===== src/rtl/scoreboard_pkg.sv =====
// Shared types and constants for the scoreboard controller: FSM states, BCD digit
// type, segment patterns and the BCD arithmetic helpers used by the datapath.
package scoreboard_pkg;

  typedef enum logic [1:0] {IDLE, PLAY, DONE} state_t;

  typedef logic [3:0] bcd_t;

  // Segment order {g,f,e,d,c,b,a}, bit0 = a, active-high.
  localparam logic [6:0] SEG_0   = 7'b0111111;
  localparam logic [6:0] SEG_1   = 7'b0000110;
  localparam logic [6:0] SEG_2   = 7'b1011011;
  localparam logic [6:0] SEG_3   = 7'b1001111;
  localparam logic [6:0] SEG_4   = 7'b1100110;
  localparam logic [6:0] SEG_5   = 7'b1101101;
  localparam logic [6:0] SEG_6   = 7'b1111101;
  localparam logic [6:0] SEG_7   = 7'b0000111;
  localparam logic [6:0] SEG_8   = 7'b1111111;
  localparam logic [6:0] SEG_9   = 7'b1101111;
  localparam logic [6:0] SEG_OFF = 7'b0000000;

  // Adds a single BCD digit to a 3-digit BCD value; clamps at 999 on overflow.
  function automatic logic [11:0] bcd_add_sat(input logic [11:0] value, input bcd_t inc);
    logic [4:0] d0;
    logic [4:0] d1;
    logic [4:0] d2;
    d0 = {1'b0, value[3:0]} + {1'b0, inc};
    d1 = {1'b0, value[7:4]};
    d2 = {1'b0, value[11:8]};
    if (d0 > 5'd9) begin
      d0 = d0 - 5'd10;
      d1 = d1 + 5'd1;
    end
    if (d1 > 5'd9) begin
      d1 = d1 - 5'd10;
      d2 = d2 + 5'd1;
    end
    if (d2 > 5'd9) begin
      return 12'h999;
    end
    return {d2[3:0], d1[3:0], d0[3:0]};
  endfunction

  // Decrements a 2-digit BCD value; 00 stays 00.
  function automatic logic [7:0] bcd_dec(input logic [7:0] value);
    if (value == 8'h00) begin
      return 8'h00;
    end
    if (value[3:0] == 4'd0) begin
      return {value[7:4] - 4'd1, 4'd9};
    end
    return {value[7:4], value[3:0] - 4'd1};
  endfunction

endpackage


===== src/rtl/scoreboard_controller_seg7_decode.sv =====
// BCD digit to 7-segment decoder; non-decimal codes blank the digit.
// SEG_ACTIVE_LOW_EN inverts the output for common-anode displays.
module seg7_decode
  import scoreboard_pkg::*;
(
  input  logic [3:0] bcd,
  output logic [6:0] seg
);

  logic [6:0] seg_high;

  always_comb begin
    seg_high = SEG_OFF;
    case (bcd)
      4'd0:    seg_high = SEG_0;
      4'd1:    seg_high = SEG_1;
      4'd2:    seg_high = SEG_2;
      4'd3:    seg_high = SEG_3;
      4'd4:    seg_high = SEG_4;
      4'd5:    seg_high = SEG_5;
      4'd6:    seg_high = SEG_6;
      4'd7:    seg_high = SEG_7;
      4'd8:    seg_high = SEG_8;
      4'd9:    seg_high = SEG_9;
      default: seg_high = SEG_OFF;
    endcase
  end

`ifdef SEG_ACTIVE_LOW_EN
  assign seg = ~seg_high;
`else
  assign seg = seg_high;
`endif

endmodule


===== src/rtl/scoreboard_controller.sv =====
// Timed-round game scoreboard: FSM, BCD score adder, BCD countdown and level logic.
// Display polarity is selected with SEG_ACTIVE_LOW_EN (see seg7_decode).
module scoreboard_controller
  import scoreboard_pkg::*;
#(
  parameter int unsigned TICKS_PER_SEC  = 50000000,
  parameter int unsigned GAME_TIME      = 60,
  parameter int unsigned HITS_PER_LEVEL = 4,
  parameter int unsigned MAX_LEVEL      = 9
) (
  input  logic       clk,
  input  logic       rst,
  input  logic       St,
  input  logic       Pt,
  output logic       Done,
  output logic [6:0] seg7_points_2,
  output logic [6:0] seg7_points_1,
  output logic [6:0] seg7_points_0,
  output logic [6:0] seg7_timer_1,
  output logic [6:0] seg7_timer_0,
  output logic [6:0] seg7_level
);

  localparam int unsigned TW = (TICKS_PER_SEC > 1) ? $clog2(TICKS_PER_SEC) : 1;
  localparam logic [TW-1:0] TICK_LAST = TW'(TICKS_PER_SEC - 1);
  localparam logic [7:0] GAME_BCD = {4'(GAME_TIME / 10), 4'(GAME_TIME % 10)};
  localparam logic [3:0] HITS_TARGET = 4'(HITS_PER_LEVEL);
  localparam bcd_t LEVEL_MAX = 4'(MAX_LEVEL);

  state_t        state_q, state_d;
  logic [11:0]   score_q, score_d;
  logic [7:0]    timer_q, timer_d;
  bcd_t          level_q, level_d;
  logic [3:0]    hits_q, hits_d;
  logic [TW-1:0] tick_q, tick_d;
  logic          pt_prev_q, pt_prev_d;
  logic          st_prev_q, st_prev_d;
  logic          done_q, done_d;

  logic hit;
  logic start;
  logic [7:0] timer_dec;

  assign hit       = Pt & ~pt_prev_q;
  assign timer_dec = bcd_dec(timer_q);

  always_comb begin
    state_d   = state_q;
    score_d   = score_q;
    timer_d   = timer_q;
    level_d   = level_q;
    hits_d    = hits_q;
    tick_d    = tick_q;
    pt_prev_d = Pt;
    st_prev_d = St;
    start     = 1'b0;

    case (state_q)
      IDLE: start = St;
      PLAY: begin
        // Add with the level held before this edge; a level-up only affects later hits.
        if (hit) begin
          score_d = bcd_add_sat(score_q, level_q);
          if (hits_q + 4'd1 >= HITS_TARGET) begin
            hits_d = 4'd0;
            if (level_q < LEVEL_MAX) begin
              level_d = level_q + 4'd1;
            end
          end else begin
            hits_d = hits_q + 4'd1;
          end
        end
        if (tick_q == TICK_LAST) begin
          tick_d  = '0;
          timer_d = timer_dec;
          if (timer_dec == 8'h00) begin
            state_d = DONE;
          end
        end else begin
          tick_d = tick_q + 1'b1;
        end
      end
      DONE: start = St & ~st_prev_q;
      default: state_d = IDLE;
    endcase

    if (start) begin
      state_d = PLAY;
      score_d = 12'h000;
      timer_d = GAME_BCD;
      level_d = 4'd1;
      hits_d  = 4'd0;
      tick_d  = '0;
    end

    done_d = (state_d == DONE);
  end

  always_ff @(posedge clk) begin
    if (rst) begin
      state_q   <= IDLE;
      score_q   <= 12'h000;
      timer_q   <= GAME_BCD;
      level_q   <= 4'd1;
      hits_q    <= 4'd0;
      tick_q    <= '0;
      pt_prev_q <= 1'b0;
      st_prev_q <= 1'b0;
      done_q    <= 1'b0;
    end else begin
      state_q   <= state_d;
      score_q   <= score_d;
      timer_q   <= timer_d;
      level_q   <= level_d;
      hits_q    <= hits_d;
      tick_q    <= tick_d;
      pt_prev_q <= pt_prev_d;
      st_prev_q <= st_prev_d;
      done_q    <= done_d;
    end
  end

  assign Done = done_q;

  // Digit order: score hundreds/tens/ones, timer tens/ones, level.
  bcd_t       digits [6];
  logic [6:0] segs   [6];

  assign digits[0] = score_q[11:8];
  assign digits[1] = score_q[7:4];
  assign digits[2] = score_q[3:0];
  assign digits[3] = timer_q[7:4];
  assign digits[4] = timer_q[3:0];
  assign digits[5] = level_q;

  genvar gi;
  generate
    for (gi = 0; gi < 6; gi++) begin : g_dec
      seg7_decode u_dec (
        .bcd (digits[gi]),
        .seg (segs[gi])
      );
    end
  endgenerate

  assign seg7_points_2 = segs[0];
  assign seg7_points_1 = segs[1];
  assign seg7_points_0 = segs[2];
  assign seg7_timer_1  = segs[3];
  assign seg7_timer_0  = segs[4];
  assign seg7_level    = segs[5];

endmodule


===== config.mk =====
export PLATFORM = sky130hd
export DESIGN_NAME = scoreboard_controller
export DESIGN_NICKNAME = d
export VERILOG_FILES = /design/src/rtl/scoreboard_pkg.sv /design/src/rtl/scoreboard_controller_seg7_decode.sv /design/src/rtl/scoreboard_controller.sv
export SDC_FILE = /design/constraint.sdc
export NUM_CORES = 1
export LEC_CHECK = 0
export ABC_AREA = 1
export CAP_MARGIN = 20
export CELL_PAD_IN_SITES_DETAIL_PLACEMENT = 1
export CELL_PAD_IN_SITES_GLOBAL_PLACEMENT = 2
export CORE_MARGIN = 5
export CORE_UTILIZATION = 25
export DETAILED_ROUTE_END_ITERATION = 6
export MAX_ROUTING_LAYER = met4
export PLACE_DENSITY = 0.66
export SETUP_SLACK_MARGIN = 0.02
export SYNTH_ARGS = -nofsm -noshare
export SYNTH_HDL_FRONTEND = slang
export SYNTH_HIERARCHICAL = 1
export SYNTH_SLANG_ARGS = --single-unit
export TNS_END_PERCENT = 10

===== constraint.sdc =====
create_clock -name clk -period 3.83 [get_ports clk]
set_clock_uncertainty 0.05 [all_clocks]
set_input_delay 0.383 -clock clk [delete_from_list [all_inputs] [get_ports clk]]
set_output_delay 0.383 -clock clk [all_outputs]
set_load 0.01 [all_outputs]

==> impl_metrics.csv <==
group,metric,value,unit
synth,ys_seq_area_share,25.3,%
synth,synth_area,0.00468,mm^2
drt,viasPerCell,4.49,
layout,antennaDiodeCount,0,
synth,synth_area_leaders,"dfxtp_1 (25%), nand2_1 (17%), ha_1 (14%), inv_1 (8.6%), a21oi_1 (4.3%)",
clocking,clockRootBuffer,"clkbuf_16",
layout,finalNonFillerCells,1012,
power,power_switching,367,uW
synth,async_reset_ff_share,0,%
grt,grt_max_degree,21,
power,switching_share,23.2,%
floorplanning,fp.dieW,147,um
synth,synth_top_area_cell,"dfxtp_1",
setup_path,worstRegToRegCells,20,
sta,hold_slack,0.428,ns
setup_path,worst_path_largest_cell_delay,0.49,ns
clocking,cts.repair.resized,0,
sta,setup_slack,0.760,ns
placement,gp_congestion,0.843,
synth,avgSynthCellArea,6.50,um^2
sta,final_hold_viol_count,0,
synth,synth_cell_type_count,40,
synth,synth-seq-cells,59,
drt,vias,4544,
setup_path,crit_family,"simple AND/OR/NAND/NOR gates",
grt,grt_use_total,12.3,%
placement,dp_hpwl,9940,um
power,clockPowerShare,53.4,%
placement,place_area,0.00544,mm^2
clocking,cts_setup_buffers,0,
clocking,cts_made_buffers,9,
layout,utilization,30.9,%
synth,synth_top_area_share,25.3,%
setup_path,path_class,"reg -> reg",
setup_path,cp_slowest_cell,"dfxtp_1",
sta,setup_viol,0,
layout,multi_input_area,0.00300,mm^2
drt,totalWireLength,12400,um
grt,grt_pass1_wl,21700,um
layout,seq_area,0.00118,mm^2
placement,dp_cells,996,
setup_path,cp-end-kind,"register",
synth,synth_warnings,6,
setup_path,path_buf_inv,1,
power,p_total,1.58,mW
sta,period_minus_slack,3.07,ns
power,p_leak,2.57,nW
drt,antenna_left,0,
synth,synth_edf_count,0,
sta,rsz0062_at_grt,"no",
sta,relSlewSlack,63.4,%
clocking,clk_pin_slew,0.05,ns
setup_path,cp_common_cell,"nand2_4",
floorplanning,dieHeight,147,um
clocking,cts_tree,"built",
grt,grt_overflow,0,
power,combinationalPowerShare,7.0,%
setup_path,crit_path_cell_trace,"ha_1 -> inv_1 -> fa_1 -> or2_1 -> nand2_2 -> nor2_2 -> o21ai_4 -> nand2_2 -> nand2_2 -> nand2_4 -> nand2_4 -> nand2_4 -> nand2_1 -> nand2_1 -> nand2_2 -> nand2_4 -> nand2_4 -> nand2_4 -> nand2_2 -> nor2_1",
floorplanning,die_area,0.0215,mm^2
min_path,hold_class,"reg -> reg",
clocking,cts_num_sinks,59,
outcome,status,"complete, no violations",
setup_path,critPathArrivalTime,3.25,ns
floorplanning,rows,50,
synth,synthCells,719,
power,ir_drop,0.226,mV
clocking,clk_latency,0.34,ns
layout,fillerInstances,2341,
setup_path,reg2reg_from,"level_q[0]$_SDFFE_PP1P_",
sta,fmax,0.326,GHz
layout,syn_to_final_growth,22.9,%
setup_path,critPathMaxFanout,9,
power,intPower,1.22,mW
synth,synth_most_common_cell,"nand2_1",
synth,syn_nets,776,
setup_path,rr_endpoint,"score_q[6]$_SDFFE_PP0P_",
clocking,cts_hold_buf,0,
grt,antenna_found_initial,0,
grt,grt_pass1_vias,4699,
clocking,htreeDepth,3,
synth,synthFlopType,"dfxtp_1",
drt,drtIter0Drc,127,
sta,fin_crit_sh,80.1,%
sta,slew_viol_final,0,
sta,setup_tns,0,ns
setup_path,regToRegSetupSlack,0.76,ns
placement,io_buffer_count,46,
setup_path,crit_path_end,"score_q[6]$_SDFFE_PP0P_",
power,pwr-share-seq,39.6,%
flow_run,cap_violations,0,
layout,stdcell_area,0.00575,mm^2
setup_path,startpoint,"level_q[0]$_SDFFE_PP1P_",
setup_path,critPathRequiredTime,4.01,ns
floorplanning,coreArea,0.0186,mm^2
floorplanning,pin_count,47,
drt,firstDrtPassIters,4,
setup_path,critical_path_depth,20,
setup_path,cp-start-kind,"register",
synth,ys_top_cells_by_count,"nand2_1 (211), inv_1 (107), dfxtp_1 (59)",
layout,fin_nets,830,
sta,tightest_slew,0.545,ns
clocking,clockBufferDepth,2,
power,power.density,276,mW/mm^2
floorplanning,start_util,25.2,%
drt,drc,0,
layout,drive_above_1_share,11.2,%
drt,wl_per_cell,12.3,um
placement,dpl_worst_slack,0.731,ns
==> layout make-up <==
| cell class | count | area share [%] |
|---|---|---|
| Sequential cell | 59 | 20.5 |
| Tap cell | 234 | 5.09 |
| Clock inverter | 4 | 0.827 |
| Inverter | 126 | 8.23 |
| Multi-Input combinational cell | 527 | 52.1 |
| Clock buffer | 12 | 4.64 |
| Timing Repair Buffer | 50 | 8.53 |
==> worst min path at each step <==
stage                     slack, ns  depth (start not counted)                     from                       to
after floorplan                0.39                          2   hits_q[3]$_SDFFE_PP0P_   hits_q[3]$_SDFFE_PP0P_
after global placement         0.40                          2   hits_q[3]$_SDFFE_PP0P_   hits_q[3]$_SDFFE_PP0P_
after detailed placement       0.42                          2  tick_q[13]$_SDFFE_PP0P_  tick_q[13]$_SDFFE_PP0P_
after CTS                      0.43                          2  tick_q[13]$_SDFFE_PP0P_  tick_q[13]$_SDFFE_PP0P_
after global routing           0.45                          2   hits_q[3]$_SDFFE_PP0P_   hits_q[3]$_SDFFE_PP0P_
final                          0.43                          2  tick_q[12]$_SDFFE_PP0P_  tick_q[12]$_SDFFE_PP0P_
==> per-layer routing <==
layer  up-vias  track usage [%]  part of all wire (%)
met5         -                -                     0
met4         0             3.29                   1.4
met3        16             2.62                   2.6
met2        38             21.8                    50
met1      2119             14.0                    46
li1       2371                -                     -
==> state kept, by name, summed over array words and instances, names as in the netlist <==
signal / flops
level_q: 4
state_q: 2
hits_q: 4
pt_prev_q: 1
timer_q: 8
score_q: 12
st_prev_q: 1
Done: 1
tick_q: 26
==> power by group through the flow <==
stage	registers (mW)	logic, mW	clock network, mW
3_3_place_gp	0.640	0.112	0
6_report	0.627	0.111	0.846
2_1_floorplan	0.638	0.0678	0
5_1_grt	0.628	0.127	0.899
4_1_cts	0.627	0.115	0.869
3_5_place_dp	0.641	0.114	0
==> cells in the final DEF, fill, tap and decap left out, types with 2 or more instances in the layout <==
cell type,instances
a211oi_1,4
a21oi_1,40
a21oi_2,3
buf_4,4
clkbuf_16,9
clkbuf_8,3
clkdlybuf4s50_1,46
clkinv_2,2
dfxtp_1,59
ha_1,52
inv_1,107
inv_2,18
nand2_1,211
nand2_2,21
nand2_4,6
nand3_1,37
nand3_2,6
nand3b_1,3
nand4_1,10
nor2_1,48
nor2_2,4
nor3_1,14
nor3_2,3
nor4_1,7
o211ai_1,2
o21a_1,3
o21ai_0,20
o21ai_1,6
o22ai_1,2
o31ai_1,2
or2_2,2
xnor2_1,5
xor2_1,7
==> worst min-delay path, delay by kind of cell (launching register included) <==
family / cells / cell delay (ns)
buf+inv: 1 / 0.06
flops: 1 / 0.33
compound gates: 1 / 0.05
==> cells by family (layout without fill, tap and decap cells) <==
family          count (synthesis)  count (layout)  synth area share (%)
compound gates                 85              85                  10.4
flops                          59              59                  25.3
buf+inv                       133             192                  10.8
xor+xnor                       12              12                  2.25
simple gates                  377             377                  37.0
fa+ha+maj                      53              53                  14.3
Note: power is estimated with default switching activity, not from simulation.
==> edit: new RTL, same flow settings <==
The option `SEG_ACTIVE_LOW_EN` is turned on by a define.
--- a/src/rtl/scoreboard_controller_seg7_decode.sv
+++ b/src/rtl/scoreboard_controller_seg7_decode.sv
@@ -1,5 +1,7 @@
 // BCD digit to 7-segment decoder; non-decimal codes blank the digit.
 // SEG_ACTIVE_LOW_EN inverts the output for common-anode displays.
+`define SEG_ACTIVE_LOW_EN
+
 module seg7_decode
   import scoreboard_pkg::*;
 (
Behaviour: not the same (a bounded check fails within 4 cycles, from zero or initial values and one cycle with rst high).
==> edit against the unedited design <==
- final cell count shrank 5.0%
- combinational power fell by 19%
- sequential cell count stayed put
- clock power down 12%
- final area is 4.5% lower
- power shrank 7.7%
- setup slack better by 0.0087 ns
- routed wire length fell by 1.7%
- critical path depth is the same
- area after synthesis decreased by 4.5%
- global-route usage increased by 0.39 points
- critical path type unchanged
- critical endpoint unchanged
- highest routed layer unchanged
==> edit: results (changes against the unedited design) <==
stage	metric	value	unit	change
layout	final_nets	782		was 830
logic_synthesis	synth_fa_ha_area_share	13.3	%	was 14.3%
worst_hold_path	hold_path_end	hits_q[3]$_SDFFE_PP0P_		was tick_q[12]$_SDFFE_PP0P_
grt	grt_pass1_wl	21100	um	was 21,700 um
place	place_ws	0.722	ns	was 0.731 ns
drt	wirelength	12200	um	was 12,400 um
logic_synthesis	synth_compound_area_share	12.7	%	was 10.4%
place	dpl.cell_count	945		was 996
place	gp_congestion	0.801		was 0.843
drt	routedWlPerCell	12.7	um	was 12.3 um
layout	drive_gt1_share	10.6	%	was 11.2%
place	place_hpwl	9940	um	about the same
logic_synthesis	synthXorXnorAreaFrac	2.35	%	was 2.25%
sta	maxSlewHeadroom	62.4	%	was 63.4%
power	vdd_ir_drop_max	229	uV	was 226 uV
logic_synthesis	ys_seq_area_share	26.4	%	was 25.3%
logic_synthesis	synth_commonest_cells	nand2_1, inv_1, nand3_1		was nand2_1, inv_1, dfxtp_1
drt	vias_per_cell	4.53		was 4.49
drt	drt_iter0_drc	147		was 127
worst_hold_path	min_from	hits_q[3]$_SDFFE_PP0P_		was tick_q[12]$_SDFFE_PP0P_
critical_path	arrival	3.22	ns	was 3.25 ns
logic_synthesis	synth_area_leaders	dfxtp_1, ha_1, nand2_1		was dfxtp_1, nand2_1, ha_1
grt	track_usage	12.7	%	was 12.3%
sta	fin_crit_sh	79.9	%	was 80.1%
status	outcome	finished clean		unchanged
edit: cell types whose count changed in the layout (fill, tap and decap cells not counted), sizes merged:
cell	unedited run	this run
bufinv	1	0
nand3	44	62
ha	52	46
o21ai	27	39
clkbuf	12	14
inv	125	131
nand2	238	166
clkinvlp	1	0
edit: per-layer routing:
metal | up-vias | GRT usage (%) | wire, um
li1 | 2269 | - | -
met1 | 2032 | 14.7 | 5700
met2 | 39 | 22.7 | 6100
met3 | 15 | 2.13 | 280
met4 | 0 | 3.37 | 146
met5 | - | - | 0
edit: per-stage QoR:
stage | utilization (%) | instance area [sq um]
detailed placement | 29.9 | 5210
CTS | 31.5 | 5490
floorplan | - | 4470
global route | 31.5 | 5490
finish | 31.5 | 5490
global placement | 29.9 | 5210
edit: area by class of cell:
| cell class | count | area, sq um |
|---|---|---|
| clock buffers | 14 | 264 |
| fillers | 2227 | 11900 |
| multi-input cells | 479 | 2770 |
| repair buffers | 50 | 490 |
| inverters | 132 | 495 |
| flip-flops and latches | 59 | 1180 |
| well taps | 225 | 282 |
| clock inverters | 2 | 10.0 |
edit: worst max-delay path: stages, from the launching register on:
cell and delay, ns:
dfxtp_1 0.49, ha_1 0.25, inv_1 0.06, fa_1 0.41, or2_1 0.26, nand2_2 0.09, nor2_2 0.05, o21ai_4 0.25
nand2_2 0.08, nand2_2 0.12, nand2_4 0.08, nand2_4 0.10, nand2_4 0.10, nand2_1 0.10, nand2_1 0.07, nand2_2 0.08
nand2_4 0.07, nand2_4 0.07, nand2_4 0.06, nand2_2 0.06, nor2_1 0.04
edit: power by group:
part           internal, W  leakage (nW)  switching, W
combinational    0.0000328          1.81     0.0000574
sequential        0.000621         0.477    0.00000725
clock             0.000471         0.137      0.000273
